### config.mk
export PLATFORM = sky130hd
export DESIGN_NAME = ccm_ctr_fake_aes
export DESIGN_NICKNAME = d
export VERILOG_FILES = /design/src/rtl/ccm_ctr_fake_aes.sv
export SDC_FILE = /design/constraint.sdc
export NUM_CORES = 2
export LEC_CHECK = 0
export CORE_ASPECT_RATIO = 0.7
export CORE_UTILIZATION = 38
export DETAILED_ROUTE_END_ITERATION = 6
export PLACE_DENSITY_LB_ADDON = 0.12
export REMOVE_ABC_BUFFERS = 1
export SLEW_MARGIN = 20
export SYNTH_ARGS = -nofsm -noshare
export SYNTH_HDL_FRONTEND = slang
export SYNTH_SLANG_ARGS = --single-unit
### constraint.sdc
create_clock -name clk -period 7 [get_ports clk]
set_clock_uncertainty 0.05 [all_clocks]
set_input_delay 0.7 -clock clk [delete_from_list [all_inputs] [get_ports clk]]
set_output_delay 0.7 -clock clk [all_outputs]
set_load 0.03 [all_outputs]
### src/rtl/ccm_ctr_fake_aes.sv
// CCM counter-mode keystream generator. Counter blocks are built from the flag and nonce fields plus a block counter.
// Each block then runs through a fixed-latency XOR/rotate stand-in for AES.
module ccm_ctr_fake_aes #(
  parameter int WIDTH_KEY            = 128,
  parameter int WIDTH_FLAG           = 8,
  parameter int WIDTH_SECTOR_ID      = 4,
  parameter int WIDTH_FRAME_IDX      = 48,
  parameter int WIDTH_START_SLOT_IDX = 4,
  parameter int WIDTH_ADDRESS        = 8,
  parameter int ROUNDS               = 10
) (
  input  logic                            clk,
  input  logic                            kill,
  input  logic [WIDTH_KEY-1:0]            key_aes,
  input  logic [WIDTH_FLAG-1:0]           ccm_ctr_flag,
  input  logic [WIDTH_SECTOR_ID-1:0]      nonce_sector_id,
  input  logic [WIDTH_FRAME_IDX-1:0]      nonce_frame_id,
  input  logic [WIDTH_START_SLOT_IDX-1:0] nonce_start_slot_idx,
  input  logic [WIDTH_ADDRESS-1:0]        nonce_addr_idx,
  input  logic                            in_stream_idx,
  input  logic                            in_ready,
  output logic                            out_stream_idx,
  output logic [WIDTH_KEY-1:0]            encrypt_ctr_data,
  output logic                            encrypt_en
);

  localparam int WIDTH_COUNTER = WIDTH_KEY - WIDTH_FLAG - WIDTH_SECTOR_ID - WIDTH_FRAME_IDX
                                 - WIDTH_START_SLOT_IDX - WIDTH_ADDRESS;

  logic                     prev_ready;
  logic [WIDTH_COUNTER-1:0] ctr;
  logic [WIDTH_COUNTER-1:0] ctr_next;
  logic [WIDTH_KEY-1:0]     stage [0:ROUNDS];
  logic [ROUNDS:0]          valid;
  logic [ROUNDS:0]          tag;

  function automatic logic [WIDTH_KEY-1:0] fake_round(input logic [WIDTH_KEY-1:0] d,
                                                      input logic [WIDTH_KEY-1:0] k);
    logic [WIDTH_KEY-1:0] x;
    x = d ^ k;
    return {x[WIDTH_KEY-9:0], x[WIDTH_KEY-1:WIDTH_KEY-8]};
  endfunction

  // A request with no request on the previous edge starts a new burst at ctr=1
  always_comb begin
    ctr_next = prev_ready ? ctr + WIDTH_COUNTER'(1) : WIDTH_COUNTER'(1);
  end

  always_ff @(posedge clk or negedge kill) begin
    if (!kill) begin
      prev_ready <= 1'b0;
      ctr        <= '0;
      stage[0]   <= '0;
      valid[0]   <= 1'b0;
      tag[0]     <= 1'b0;
    end else begin
      prev_ready <= in_ready;
      valid[0]   <= in_ready;
      if (in_ready) begin
        ctr      <= ctr_next;
        tag[0]   <= in_stream_idx;
        stage[0] <= {ccm_ctr_flag, nonce_sector_id, nonce_frame_id,
                     nonce_start_slot_idx, nonce_addr_idx, ctr_next};
      end
    end
  end

  always_ff @(posedge clk or negedge kill) begin
    if (!kill) begin
      for (int i = 1; i <= ROUNDS; i++) begin
        stage[i] <= '0;
      end
      valid[ROUNDS:1] <= '0;
      tag[ROUNDS:1]   <= '0;
    end else begin
      for (int i = 1; i <= ROUNDS; i++) begin
        stage[i] <= fake_round(stage[i-1], key_aes);
      end
      valid[ROUNDS:1] <= valid[ROUNDS-1:0];
      tag[ROUNDS:1]   <= tag[ROUNDS-1:0];
    end
  end

  // The output register holds the last block and tag between strobes
  always_ff @(posedge clk or negedge kill) begin
    if (!kill) begin
      encrypt_en       <= 1'b0;
      encrypt_ctr_data <= '0;
      out_stream_idx   <= 1'b0;
    end else begin
      encrypt_en <= valid[ROUNDS];
      if (valid[ROUNDS]) begin
        encrypt_ctr_data <= stage[ROUNDS];
        out_stream_idx   <= tag[ROUNDS];
      end
    end
  end

endmodule

# --- After elaboration in Yosys (flattened, before gate mapping) ---
# Index checks and enable logic that the tools add are counted.
totals:
  regBits: 1616
  in_bits: 204
  output_inout_bits: 130
op_classes:
  addsub: 1
  n_mux: 1
  bitwise_logic: 10
op_table:
  columns: ["op", "n"]
  rows:
  - ["XOR 128 bit", 10]
  - ["adder 56 x 1 -> 56 bit (second input constant)", 1]
  - ["two-way mux 56 bit", 1]

# --- Depth between registers and ports, before layout ---
depth:
  word_depth: 2
  depth_mapped: 8
  mapped_depth_nobuf: 6

# --- Least setup slack after synthesis ---
# Ideal clock, no wire load.
synth_path:
  path_kind: "input-to-reg"
  startpoint: "in in_ready"
  endpoint: "reg ctr[43]"
  setup_time_ns: 0.078
  arrival_time_ns: 2.449
  required_time_ns: 6.872
  slack_ns: 4.423
  cell_stages: 7
  cell_sequence: "and4_1 > clkbuf_1 > nand4_1 > or4_1 > clkbuf_2 > or3_1 > a21oi_1"
synth_rtl:
  columns: ["item", "line_no", "source"]
  rows:
  - ["from (decl)", "21", "input logic in_ready,"]
  - ["to (signal assigned)", "60", "ctr <= ctr_next;"]
  - ["to (decl)", "31", "logic [WIDTH_COUNTER-1:0] ctr;"]

==> metrics <==
period utilisation layout=0.4345; CTS HTree Levels=4; full die area=0.1455 sq mm; most instantiated cells after synthesis=1,560 x dfrtp_1, 1,293 x xor2_1, 202 x mux2_2, 159 x clkbuf_1, 48 x nor2_1; register area=0.03904 sq mm; Worst EP arrival=3.67 ns; Initial Util=0.3827; Synth async-reset ratio=1.000; Lkg Pwr=0.02903 uW; number of routed nets with antenna violations=0; Overflow after GRT=0; Synth Register Bits=1,560; Synth Cell Area=0.05472 sq mm; post-DR wirelength/cell=17.77 microns; clock tree from TritonCTS=built; CTS sink count=1,560; Cells after Synth=3,480; routability cong.=0.8156; largest net degree at the start of global routing=158; die extent in y=319.5 microns; Area growth syn-to-layout=19.02%; YS warnings=0; final hold vios=0; Total GRT Usage=0.1479; Syn Area/Cell=15.72 sq um; Root Driver=clkbuf_16; cts bufs inserted=153; fin crit period=3.041 ns; R2R cell count=5; Slew Limit Fails=0; synth top area cells=dfrtp_1 71%, xor2_1 21%, mux2_2 4.2%, clkbuf_1 1.1%, nor2_1 0.33%; Buffers on Ports=333; clock-pin slew on the worst setup and hold paths=0.06 ns; CP peak stage delay=0.72 ns; CP Data Required Time=7.62 ns; post-route insts no fill=5,836; clock latency on the worst-skew pair=0.77 ns; EDFF count, synth=0; WHS Endpoint=tag[8]; number of global-route vias before repair=27,260; Setup Crit Path Kind=input port to register; first-pass GRT wire length=165,700 microns; dpl cells=5,555; top-level I/O count=334; synth unique cells=35; top-count cell post-synth=dfrtp_1; RSZ-0062 raised after global routing=no; Main synth FF type=dfrtp_1; DIE WIDTH=455.6 microns; Worst path slowest cell=or4_1; Fin Setup TNS=0 ns; worst hold start=tag[7]; Worst setup SP type=input port; FF-to-FF End=ctr[43]; power density cells=392.1 mW/mm^2; Cell Chain, Critical Path=buf_4 > and4_1 > nand4_1 > or4_1 > or3_1 > a21oi_1; WHS Path Cells=0; Worst R2R Start=ctr[14]; clock buffer depth=3; final setup fails=0; top cell type's share of synthesized area=0.7134; Via density=4.395; final net count=4,028; Detailed Place HPWL=64,890 microns; number of remaining DRC errors=0; post-synthesis sequential area ratio=0.7134; Setup crit end kind=register; status=finished clean; VDD IR max=0.2284 mV; CP max FO=50; vias=25,650; cell row count=116; r2r setup slk=4.13 ns; Hold Path Class=register to register; Least-Margin Pin Slew=1.104 ns; Max-cap violations=0; area of the multi-input gates=0.01501 sq mm; slew margin rel.=0.2639; cell taking the most area after synthesis=dfrtp_1; initial antenna violation count=3; total routed wirelength=103,700 microns; max frequency=0.3288 GHz; Core Footprint=0.1430 sq mm; fraction of layout cells with a size suffix above 1=0.1209; filler cell count in the final layout=12,730; drt pass-1 iters=7; initial DRC count=1,290
## how the worst max path moves through the flow
| stage | startpoint | end | slack, ns |
|---|---|---|---|
| after floorplan | valid[10] | encrypt_ctr_data[0] | 3.45 |
| after global placement | in_ready | ctr[45] | 3.20 |
| after detailed placement | in_ready | ctr[43] | 3.19 |
| after CTS | in_ready | ctr[43] | 4.06 |
| after global routing | in_ready | ctr[45] | 3.89 |
| final | in_ready | ctr[43] | 3.96 |
## worst max-delay path: cells and delay by family
family	cells	cell delay [ns]
and+or+nand+nor	4	2.03
buffers and inverters	1	0.63
AOI/OAI and AO/OA	1	0.15
## layout by cell type, fill, tap and decap left out, types with 2 or more instances in the layout
cell type / count
a21oi_1: 15
a31o_2: 4
and3_1: 10
and4_1: 3
buf_12: 9
buf_16: 2
buf_4: 14
bufinv_16: 4
clkbuf_1: 39
clkbuf_16: 159
clkbuf_8: 35
clkdlybuf4s50_1: 331
clkinv_2: 26
clkinv_4: 3
clkinv_8: 2
clkinvlp_4: 3
dfrtp_1: 1559
diode_2: 2
inv_1: 10
inv_6: 7
mux2_2: 202
nand2_1: 23
nand3_1: 27
nand4_1: 20
nor2_1: 47
nor3_1: 12
nor4_1: 12
o21a_1: 2
o21ai_0: 16
o31ai_1: 4
or3_1: 11
or4_1: 8
xnor2_1: 19
xor2_1: 1293
## area by class of cell
class / instances / share of cell area
Multi-Input combinational cell: 1740 / 0.2304
Tap cell: 1888 / 0.03627
Inverter: 10 / 0.0005763
Clock buffer: 233 / 0.07074
Antenna cell: 2 / 0.00007685
Timing Repair Buffer: 358 / 0.05642
Sequential cell: 1560 / 0.5995
Clock inverter: 45 / 0.006032
## layer usage
layer	up-vias	part of all wire	track usage	routed length [microns]
met5	-	0.00016	0	17
met4	4	0.022	0.04603	2241
met3	178	0.043	0.03435	4479
met2	418	0.44	0.2127	45360
met1	13420	0.50	0.2205	51630
li1	11630	-	-	-
## flip-flops by register name, summed over array words and instances (netlist names)
signal            count
stage              1353
encrypt_ctr_data    128
ctr                  55
tag                  11
valid                11
encrypt_en            1
out_stream_idx        1
## per-stage QoR
step	utilization	area (sq um)	total power [uW]	worst slack [ns]	hold slack [ns]
2_1_floorplan	-	54070	15580	3.448	0.2812
5_1_grt	0.4555	65130	26940	3.889	0.3025
3_5_place_dp	0.4205	60110	17630	3.194	0.2847
6_report	0.4556	65130	25540	3.959	0.2954
4_1_cts	0.4555	65120	26030	4.060	0.2968
3_3_place_gp	0.4203	60080	17610	3.204	0.2815
## cells by family after synthesis
kind of cell	Yosys count	synth area share
flops	1560	0.7134
xor+xnor	1312	0.2100
mux	203	0.04175
buf+inv	180	0.01246
simple gates	179	0.01726
compound gates	45	0.004871
fa+ha+maj	1	0.0002286
## power by group
part	internal, uW	switching, uW	leakage [uW]
registers	11900	1350	0.0183
logic	1990	2110	0.00824
clock network	4700	3480	0.00247
total	18600	6940	0.0290
## what timing repair did
action,in CTS,in global routing
buffers inserted,0,0
gates resized for setup,0,0
hold buffers,1,0
endpoints found under the hold margin,115,0
Power figures use the tool's default switching activity.
